--- config.mk ---
export PLATFORM = sky130hd
export DESIGN_NAME = crypto1_key_rewind
export DESIGN_NICKNAME = d
export VERILOG_FILES = /design/src/rtl/crypto1_key_rewind.sv
export SDC_FILE = /design/constraint.sdc
export NUM_CORES = 1
export LEC_CHECK = 0
export ABC_AREA = 1
export BUFFER_PORTS_ARGS = -buffer_cell sky130_fd_sc_hd__buf_2
export CAP_MARGIN = 0
export CORE_MARGIN = 8
export CORE_UTILIZATION = 45
export CTS_CLUSTER_SIZE = 20
export DETAILED_ROUTE_END_ITERATION = 6
export GPL_TIMING_DRIVEN = 1
export PLACE_DENSITY = 0.73
export SLEW_MARGIN = 30
export SYNTH_ARGS = -nofsm -noshare
export SYNTH_HDL_FRONTEND = slang
export SYNTH_SLANG_ARGS = --single-unit
export TNS_END_PERCENT = 30
--- constraint.sdc ---
create_clock -name CLK -period 1.6 [get_ports CLK]
set_input_delay 0.16 -clock CLK [delete_from_list [all_inputs] [get_ports CLK]]
set_output_delay 0.16 -clock CLK [all_outputs]
set_load 0.005 [all_outputs]
--- src/rtl/crypto1_key_rewind.sv ---
// Rewinds the Crypto1 LFSR state recovered by the attack back to the original 48-bit key.
// Optional CRYPTO1_REWIND_DYN_EN adds a per-key REWIND_STEPS input that replaces REWIND.
module crypto1_key_rewind #(
  parameter int          REWIND = 10,
  parameter logic [47:0] TAPS   = 48'h0E88_2B0A_D621
) (
  input  logic        CLK,
  input  logic        RESET,
  input  logic [47:0] IN_KEY,
  input  logic        IN_VALID,
  output logic        IN_READY,
  input  logic        SEARCH_DONE,
  output logic [47:0] OUT_KEY,
  output logic        OUT_VALID,
  input  logic        OUT_READY,
  output logic        BUSY,
  output logic        FAIL
`ifdef CRYPTO1_REWIND_DYN_EN
  ,
  input  logic [5:0]  REWIND_STEPS
`endif
);

  if (REWIND < 0 || REWIND > 63) begin : g_bad_rewind
    $error("crypto1_key_rewind: REWIND must be in 0..63");
  end
  if (TAPS[0] != 1'b1) begin : g_bad_taps
    $error("crypto1_key_rewind: TAPS bit 0 must be set");
  end

  typedef enum logic [1:0] {
    S_IDLE,
    S_REWIND,
    S_OUT
  } state_t;

  state_t      state_q, state_d;
  logic [47:0] key_q;
  logic [5:0]  cnt_q;
  logic        fail_q;
  logic [5:0]  steps;
  logic        accept;

`ifdef CRYPTO1_REWIND_DYN_EN
  assign steps = REWIND_STEPS;
`else
  localparam logic [5:0] REWIND_C = 6'(REWIND);
  assign steps = REWIND_C;
`endif

  // Undo one forward step: the old bit 0 is recovered from the feedback bit now in bit 47.
  function automatic logic [47:0] inv_step(input logic [47:0] r);
    return {r[46:0], r[47] ^ (^(r[46:0] & TAPS[47:1]))};
  endfunction

  assign IN_READY  = (state_q == S_IDLE) && !RESET;
  assign OUT_VALID = (state_q == S_OUT);
  assign BUSY      = (state_q != S_IDLE);
  assign OUT_KEY   = key_q;
  assign FAIL      = fail_q;
  assign accept    = IN_VALID && IN_READY;

  // NOTE: every signal written here gets a default first so no latch is inferred.
  always_comb begin
    state_d = state_q;
    unique case (state_q)
      S_IDLE:   if (accept) state_d = (steps == 6'd0) ? S_OUT : S_REWIND;
      S_REWIND: if (cnt_q == 6'd1) state_d = S_OUT;
      S_OUT:    if (OUT_READY) state_d = S_IDLE;
      default:  state_d = S_IDLE;
    endcase
  end

  // NOTE: sequential state uses non-blocking assignments so all flops update together.
  always_ff @(posedge CLK or posedge RESET) begin
    if (RESET) begin
      state_q <= S_IDLE;
      key_q   <= '0;
      cnt_q   <= '0;
      fail_q  <= 1'b0;
    end else begin
      state_q <= state_d;
      if (accept) begin
        key_q  <= IN_KEY;
        cnt_q  <= steps;
        fail_q <= 1'b0;
      end else if (state_q == S_IDLE) begin
        // SEARCH_DONE only counts while idle with no competing key.
        if (SEARCH_DONE) fail_q <= 1'b1;
      end else if (state_q == S_REWIND) begin
        key_q <= inv_step(key_q);
        cnt_q <= cnt_q - 6'd1;
      end
    end
  end

endmodule

Word-level counts from Yosys, hierarchy flattened
Cells that the tools add are included.

storage, ports and cells
  flip-flop bits (word level) = 57
  input bits = 53
  logic and storage cells = 37

operators by class
  add/subtract/negate cells = 1
  equal/unequal tests = 6
  mux-type cells = 13
  bitwise gates (word level) = 1
  reductions and logical operators = 12

operators with widths
  operator               count
  $mux W48               3
  $reduce_xor A47 Y1     1
  $mux W6                3
  $reduce_bool A2 Y1     4
  $eq A6 B1 Y1 const B   1
  $mux W2                3
  $pmux W2 S3            1
  $sub A6 B1 Y6 const B  1
  $ne A2 B2 Y1 const B   2
  $reduce_and A2 Y1      2
  $mux W1                3
  $reduce_and A3 Y1      1
  $eq A2 B1 Y1 const B   1
  $eq A2 B2 Y1 const B   1
  $logic_and A1 B1 Y1    2
  $logic_not A2 Y1       1
  $ne A2 B1 Y1 const B   1
  $logic_not A1 Y1       1
  $xor A1 B1 Y1          1

Depth between registers and ports, before layout
Gate-level depths: netlist of run 1.

  depth in word-level cells = 5
  depth in mapped cells = 13
  gate-level depth less buffers = 13

Worst setup path before layout of run 1
OpenSTA, ideal clock, no wires.

  path kind = register to register
  from = register state_q[1]
  to = register key_q[41], in the netlist OUT_KEY[41]
  library setup time = 0.137 ns
  arrival = 1.189 ns
  required time = 1.463 ns
  path slack = 0.274 ns
  cell stages (with the launch flop) = 8
  path buffers = 1
  cell sequence = dfrtp_1 -> nor2_2 -> inv_2 -> nor2_4 -> nand2_4 -> nand2_4 -> buf_2 -> o221ai_1

on the way
  word-level cells in the longest chain between the ends = 5

ends and longest elaborated chain
  element                                                       line  text
  start, declared                                               37    state_t state_q, state_d;
  start signal, assigned                                        82    state_q <= state_d;
  $logic_not A2 Y1 (*)                                          56    assign IN_READY = (state_q == S_IDLE) && !RESET;
  $logic_and A1 B1 Y1 (*)                                       56
  via IN_READY                                                  11    output logic IN_READY,
  $logic_and A1 B1 Y1 (*)                                       61    assign accept = IN_VALID && IN_READY;
  $ne A2 B2 Y1 (no line) or $reduce_bool A2 Y1 (tied branches)  n/a
  $reduce_and A2 Y1 (no line)                                   n/a
  end signal, assigned                                          91    key_q <= inv_step(key_q);
  end, declared                                                 38    logic [47:0] key_q;

Mark *: on every way through the listed nets, which the timed path passes. The rest lies on a longest branch.
A chain may end at the register's enable or synchronous reset.

Final worst setup path of run 1
  from = register state_q[1]
  to = register key_q[0], in the netlist OUT_KEY[0]

on the way
  word-level cells in the longest chain between the ends = 5

ends and longest elaborated chain
  element                                                       line
  $logic_not A2 Y1                                              56, 87
  $logic_and A1 B1 Y1                                           56
  $logic_and A1 B1 Y1                                           61
  $ne A2 B2 Y1 (no line) or $reduce_bool A2 Y1 (tied branches)  n/a
  $reduce_and A2 Y1 (no line)                                   n/a

Several ways; a longest one is shown, not always the timed one.

==> summary.txt, run 1 <==
Synthesis
  • Synth cell types: 29
  • Synthesized instance count: 349
  • Synthesized cell area: 2928 um^2
  • Syn_nets: 404
  • Yosys reg bits: 57
  • Yosys Warn Count: 0
  • Seq/Total Area, Yosys: 48.72%
  • Mapped Avg Cell Area: 8.389 um^2

Critical path
  • Kind of critical path: flop to flop
  • Worst Path Buf+Inv: 3
  • CP Capture Type: flop
  • Critical path's top delay family: simple AND/OR/NAND/NOR gates
  • CP Max Fanout: 24
  • Startpoint types: flop
  • WP data arrival: 1.65 ns
  • CP required: 1.83 ns
  • Critical path, cell by cell: nor2_2 > inv_2 > nor2_4 > nand2_4 > nand2_4 > inv_4 > a22o_1 > inv_1 > nand2_1
  • Most used cell, CP: nand2_4
  • Critical path's slowest cell: dfrtp_1
  • Max incr delay on CP: 0.43 ns

Clocking
  • Root Driver: clkbuf_8
  • CTS tree: built
  • CTS Buf Count: 9
  • Post-CTS Setup Repair Bufs: 0
  • Max clock buf depth: 2
  • Clock transition at path regs: 0.07 ns
  • Skew-Pair Late Insertion Delay: 0.33 ns
  • Htree depth: 3
  • CTS sink count: 57

Place
  • Setup WS pre-CTS: 0.1672 ns
  • DPL Wire Length: 5.821 mm
  • Dpl cells: 526
  • GPL Wtd Cong: 0.7697
  • Port Buffers: 104

Routing
  • Vias post-DR: 2707
  • First-pass DRT Iterations: 4
  • WL per Instance: 14.45 um
  • Post-DRT Antenna Nets: 0
  • Initial DRC Count: 70
  • Via/cell ratio: 4.994
  • WL final: 7.832 mm
  • DRC: 0

GRT
  • Initial antenna violation count: 0
  • First-pass GRT wire length: 13.39 mm
  • Vias in the first global route: 2874
  • All-Layer GR Usage: 16.89%
  • Largest net degree at the start of global routing: 33
  • GR Layer Usage met1: 21.03%
  • GR Layer Usage met2: 26.09%
  • GRT Residual Overflow: 0
  • Met3 GRT Util: 6.046%
  • Most Used Layer, Global Route: met2

Die
  • Rows: 29
  • DIE HEIGHT: 96.66 um
  • Initial Util: 46.37%
  • Die ar.: 9343 um^2
  • Die Wd: 96.66 um
  • I/O pins: 105
  • Core footprint: 6314 um^2

Finish
  • Cell Count, Final, Fillers Out: 542
  • Commonest non-fill, non-tap cell in the layout: nand2_1
  • Final Util: 58.88%
  • Register Area: 1426 um^2
  • Area grow syn2layout: 26.97%
  • ANT cells: 0
  • Fraction of final layout cells sized beyond drive strength 1: 32.69%
  • Fillers: 585
  • Layout Nets: 516
  • Most frequent cells in the layout: nand2_1 (138), buf_2 (104), dfrtp_1 (57), inv_1 (38), nand3_1 (25)
  • Area of the multi-input gates: 1206 um^2

STA
  • Slew margin rel.: 71.18%
  • Fmax: 704.1 MHz
  • Period utilisation layout: 88.76%
  • RSZ-0062 raised after global routing: false
  • Worst Clk Skew: 0.007450 ns
  • Final worst slack: 0.1798 ns
  • Sum of negative setup slack: 0 ns
  • Final Hold Fails: 0
  • Worst hold slack: 0.03575 ns
  • Post-layout minimum cycle time: 1.420 ns
  • Worst-margin pin slew: 0.4322 ns
  • Setup violation total in the final timing report: 0
  • Final Max Slew Viols: 0

Min path
  • Worst Hold Class: primary input to flop

Power and ir drop
  • Worst vdd ir: 1.115 mV
  • P_leak: 2.052 nW
  • Pwr/cell area: 2120 nW/um^2

Run status
  • Status: finished clean

Flow run
  • Max_cap viols: 0
[state kept, by name, indices dropped and copies added, names as in the netlist]
name     flops
OUT_KEY     48
FAIL         1
cnt_q        6
state_q      2
[worst paths after layout]
| path | startpoint | end | slack (ns) | cells past startpoint |
|---|---|---|---|---|
| min | OUT_READY | state_q[1] | 0.04 | 2 |
| min in group asynchronous | RESET | cnt_q[3] | 0.47 | 4 |
| max | state_q[1] | OUT_KEY[0] | 0.18 | 9 |
| max in group asynchronous | RESET | OUT_KEY[29] | 0.77 | 4 |
| min reg2reg | cnt_q[5] | cnt_q[5] | 0.47 | 1 |
| max reg2reg | state_q[1] | OUT_KEY[0] | 0.18 | 9 |
[final cells by class]
type / instances / area share, %
clock buffers: 12 / 4.174
flip-flops and latches: 57 / 38.37
inverters: 42 / 4.376
well taps: 77 / 2.592
repair buffers: 115 / 16.96
clock inverters: 3 / 1.077
multi-input cells: 236 / 32.45
[synth_stat cells]
library cell | instances | share of area, %
nor2_1 | 8 | 1.0
nand2_2 | 7 | 1.5
buf_12 | 2 | 1.4
o211ai_2 | 7 | 3.0
buf_6 | 2 | 0.77
buf_8 | 2 | 1.0
o22ai_1 | 1 | 0.21
buf_2 | 5 | 0.85
nand2_1 | 138 | 18
ha_1 | 2 | 0.85
a21oi_1 | 4 | 0.68
a22oi_2 | 1 | 0.43
or2_1 | 1 | 0.21
nand3_1 | 25 | 4.3
o221ai_1 | 11 | 3.3
nor2_2 | 1 | 0.21
nand2_4 | 2 | 0.77
o21ai_0 | 6 | 1.0
buf_4 | 1 | 0.26
dfrtp_1 | 57 | 49
inv_4 | 2 | 0.43
a22o_1 | 1 | 0.30
inv_2 | 1 | 0.13
nor2_4 | 2 | 0.77
clkbuf_1 | 2 | 0.26
o211ai_1 | 5 | 1.3
xor2_1 | 2 | 0.60
inv_1 | 39 | 5.0
a22oi_1 | 12 | 3.1
[layer usage]
metal  up-vias  part of all wire, %
li1       1346                    -
met1      1268                   45
met2        83                   45
met3        10                  8.2
met4         0                  1.1
met5         -                    0
[logic make-up after synthesis]
logic type,Yosys count,share of synthesized area (%)
simple gates,184,26.45
xor+xnor,2,0.5984
compound gates,48,13.29
buf+inv,56,10.09
flops,57,48.72
fa+ha+maj,2,0.8546
[worst register-to-register path, delay by kind of cell, from the launching register on]
family | cells | cell delay (ns)
flip-flops | 1 | 0.43
AO/OA/AOI/OAI | 1 | 0.20
AND/OR/NAND/NOR | 5 | 0.46
buffers and inverters | 3 | 0.22
[report_power, final]
part / total (mW) / internal, mW / switching [mW]
sequential: 2.71 / 2.15 / 0.557
combinational: 3.82 / 1.60 / 2.22
clock: 1.36 / 0.791 / 0.564
total: 7.88 / 4.54 / 3.34
[metrics by stage]
step | total power [mW] | instance area, um^2
global placement | 6.479 | 3512
floorplan | 5.279 | 2928
global route | 8.675 | 3717
CTS | 7.990 | 3717
finish | 7.880 | 3717
detailed placement | 6.608 | 3512
[what timing repair did]
| item | CTS | global route |
|---|---|---|
| gates resized for setup | 0 | 0 |
| hold buffers | 1 | 0 |
| endpoints found under the hold margin | 57 | 0 |
Power figures use the tool's default switching activity.
==> run 2: changes to the inputs <==
CORE_MARGIN = 2   (was 8)
==> run 2 against run 1 <==
  * Total power shrank 2.4%
  * Via count fell by 0.44%
  * Cell area down 0.61%
  * Largest power group unchanged
  * Setup slack got worse by 0.0071 ns
  * Non-clock buffer count is 2 lower
  * Worst hold slack improved by 0.0039 ns
  * Cell count down 0.74%
  * Highest routed layer unchanged
  * Sequential share of layout area increased by 0.23 points
  * Wire length is 9.7% lower
  * Register-to-register slack barely moved
  * Maximum frequency fell by 0.49%
==> summary.txt, run 2 (synthesis results as in run 1) <==
STA
  • Final Hold Fails: 0 (unchanged)
  • Sum of negative setup slack: 0 ns (unchanged)
  • Slew margin rel.: 74.33% (was 71.18%)
  • Worst-margin pin slew: 0.3850 ns (was 0.4322 ns)
  • RSZ-0062 raised after global routing: false (unchanged)
  • Fmax: 700.7 MHz (was 704.1 MHz)
  • Period utilisation layout: 89.20% (was 88.76%)
  • Worst hold slack: 0.03968 ns (was 0.03575 ns)
  • Worst Clk Skew: 0.007153 ns (was 0.007450 ns)
  • Post-layout minimum cycle time: 1.427 ns (was 1.420 ns)
  • Setup violation total in the final timing report: 0 (unchanged)
  • Final Max Slew Viols: 0 (unchanged)

Critical path
  • Kind of critical path: flop to flop (unchanged)
  • Startpoint types: flop (unchanged)
  • CP Max Fanout: 16 (was 24)
  • WP data arrival: 1.64 ns (was 1.65 ns)
  • CP required: 1.81 ns (was 1.83 ns)
  • CP Capture Type: flop (unchanged)
  • FF-to-FF setup slack: 0.17 ns (was 0.18 ns)

Finish
  • ANT cells: 0 (unchanged)
  • Final Util: 58.52% (was 58.88%)
  • Number of flip-flops in the largest register: 48 (unchanged)
  • Layout Nets: 514 (was 516)
  • Most frequent cells in the layout: nand2_1 (138), buf_2 (104), dfrtp_1 (57), inv_1 (38), nand3_1 (25) (unchanged)
  • Fraction of final layout cells sized beyond drive strength 1: 31.89% (was 32.69%)
  • Area grow syn2layout: 26.20% (was 26.97%)
  • Commonest non-fill, non-tap cell in the layout: nand2_1 (unchanged)

GRT
  • Vias in the first global route: 2501 (was 2874)
  • GRT Residual Overflow: 0 (unchanged)
  • Largest net degree at the start of global routing: 39 (was 33)
  • First-pass GRT wire length: 11.67 mm (was 13.39 mm)
  • All-Layer GR Usage: 20.45% (was 16.89%)
  • Initial antenna violation count: 0 (unchanged)

Clocking
  • Skew-Pair Late Insertion Delay: 0.33 ns (about the same)
  • CTS sink count: 57 (unchanged)
  • Max clock buf depth: 2 (unchanged)
  • Root Driver: clkbuf_8 (unchanged)
  • Clock transition at path regs: 0.05 ns (was 0.07 ns)
  • CTS Hold Buffers Added: 1 (unchanged)
  • CTS Buf Count: 9 (unchanged)
  • Htree depth: 3 (unchanged)
  • CTS tree: built (unchanged)
  • Post-CTS Setup Repair Bufs: 0 (unchanged)
  • Post-CTS sizing: 0 (unchanged)

Run status
  • Status: finished clean (unchanged)

Place
  • DPL Wire Length: 5.078 mm (was 5.821 mm)
  • Port Buffers: 104 (unchanged)
  • GPL Wtd Cong: 0.8166 (was 0.7697)

Power and ir drop
  • P_leak: 2.033 nW (was 2.052 nW)
  • Worst vdd ir: 0.8911 mV (was 1.115 mV)
  • Pwr/cell area: 2082 nW/um^2 (was 2120 nW/um^2)

Die
  • DIE HEIGHT: 84.66 um (was 96.66 um)
  • Die Wd: 84.66 um (was 96.66 um)
  • Core footprint: 6314 um^2 (unchanged)
  • Initial Util: 46.37% (unchanged)
  • Die ar.: 7167 um^2 (was 9343 um^2)
  • I/O pins: 105 (unchanged)
  • Rows: 29 (unchanged)

Flow run
  • Max_cap viols: 0 (unchanged)

Routing
  • WL final: 7.073 mm (was 7.832 mm)
  • First-pass DRT Iterations: 4 (unchanged)
  • WL per Instance: 13.15 um (was 14.45 um)
  • Initial DRC Count: 110 (was 70)
  • Via/cell ratio: 5.009 (was 4.994)
  • DRC: 0 (unchanged)
  • Post-DRT Antenna Nets: 0 (unchanged)
  • Vias post-DR: 2695 (was 2707)

Min path
  • Worst Hold Class: primary input to flop (unchanged)
run 2: layout make-up:
class                   instances  area, um^2
fillers                       587        2619
clock inverters                 1       5.005
clock buffers                  12       145.1
inverters                      42       162.7
flip-flops and latches         57        1426
repair buffers                113       653.1
multi-input cells             236        1206
well taps                      77       96.34
run 2: final timing paths:
kind                       depth (start not counted)        from          end
setup / recovery                                   9  state_q[1]   OUT_KEY[0]
hold / removal                                     2   OUT_READY   state_q[1]
setup reg to reg                                   9  state_q[1]   OUT_KEY[0]
hold reg to reg                                    1    cnt_q[5]     cnt_q[5]
max in group asynchronous                          4       RESET  OUT_KEY[14]
min in group asynchronous                          4       RESET     cnt_q[0]
run 2: metrics by stage:
step	instances	cell area [um^2]	worst slack (ns)	total power [mW]
global placement	524	3535	0.2267	6.524
floorplan	349	2928	0.04036	5.279
global route	538	3695	0.03746	8.449
CTS	538	3695	0.1609	7.769
detailed placement	524	3535	0.1773	6.659
finish	538	3695	0.1728	7.691
run 2: worst max-delay path, cell delays in order, from the launching register on:
cell and delay, ns:
dfrtp_1 0.42, nor2_2 0.13, inv_2 0.06, nor2_4 0.10
nand2_4 0.11, nand2_4 0.11, inv_4 0.09, a22o_1 0.19
inv_1 0.05, nand2_1 0.05
run 2: power by group:
part / switching [mW] / internal (mW) / total [mW]
Combinational: 2.21 / 1.69 / 3.90
Clock: 0.502 / 0.576 / 1.08
Sequential: 0.569 / 2.15 / 2.72
run 2: metal layers:
metal,track usage [%],vias up,share of wire [%]
met5,0,-,0
met4,7.359,0,0.40
met3,4.916,3,8.1
met2,32.00,99,46
met1,27.86,1246,46
li1,-,1347,-
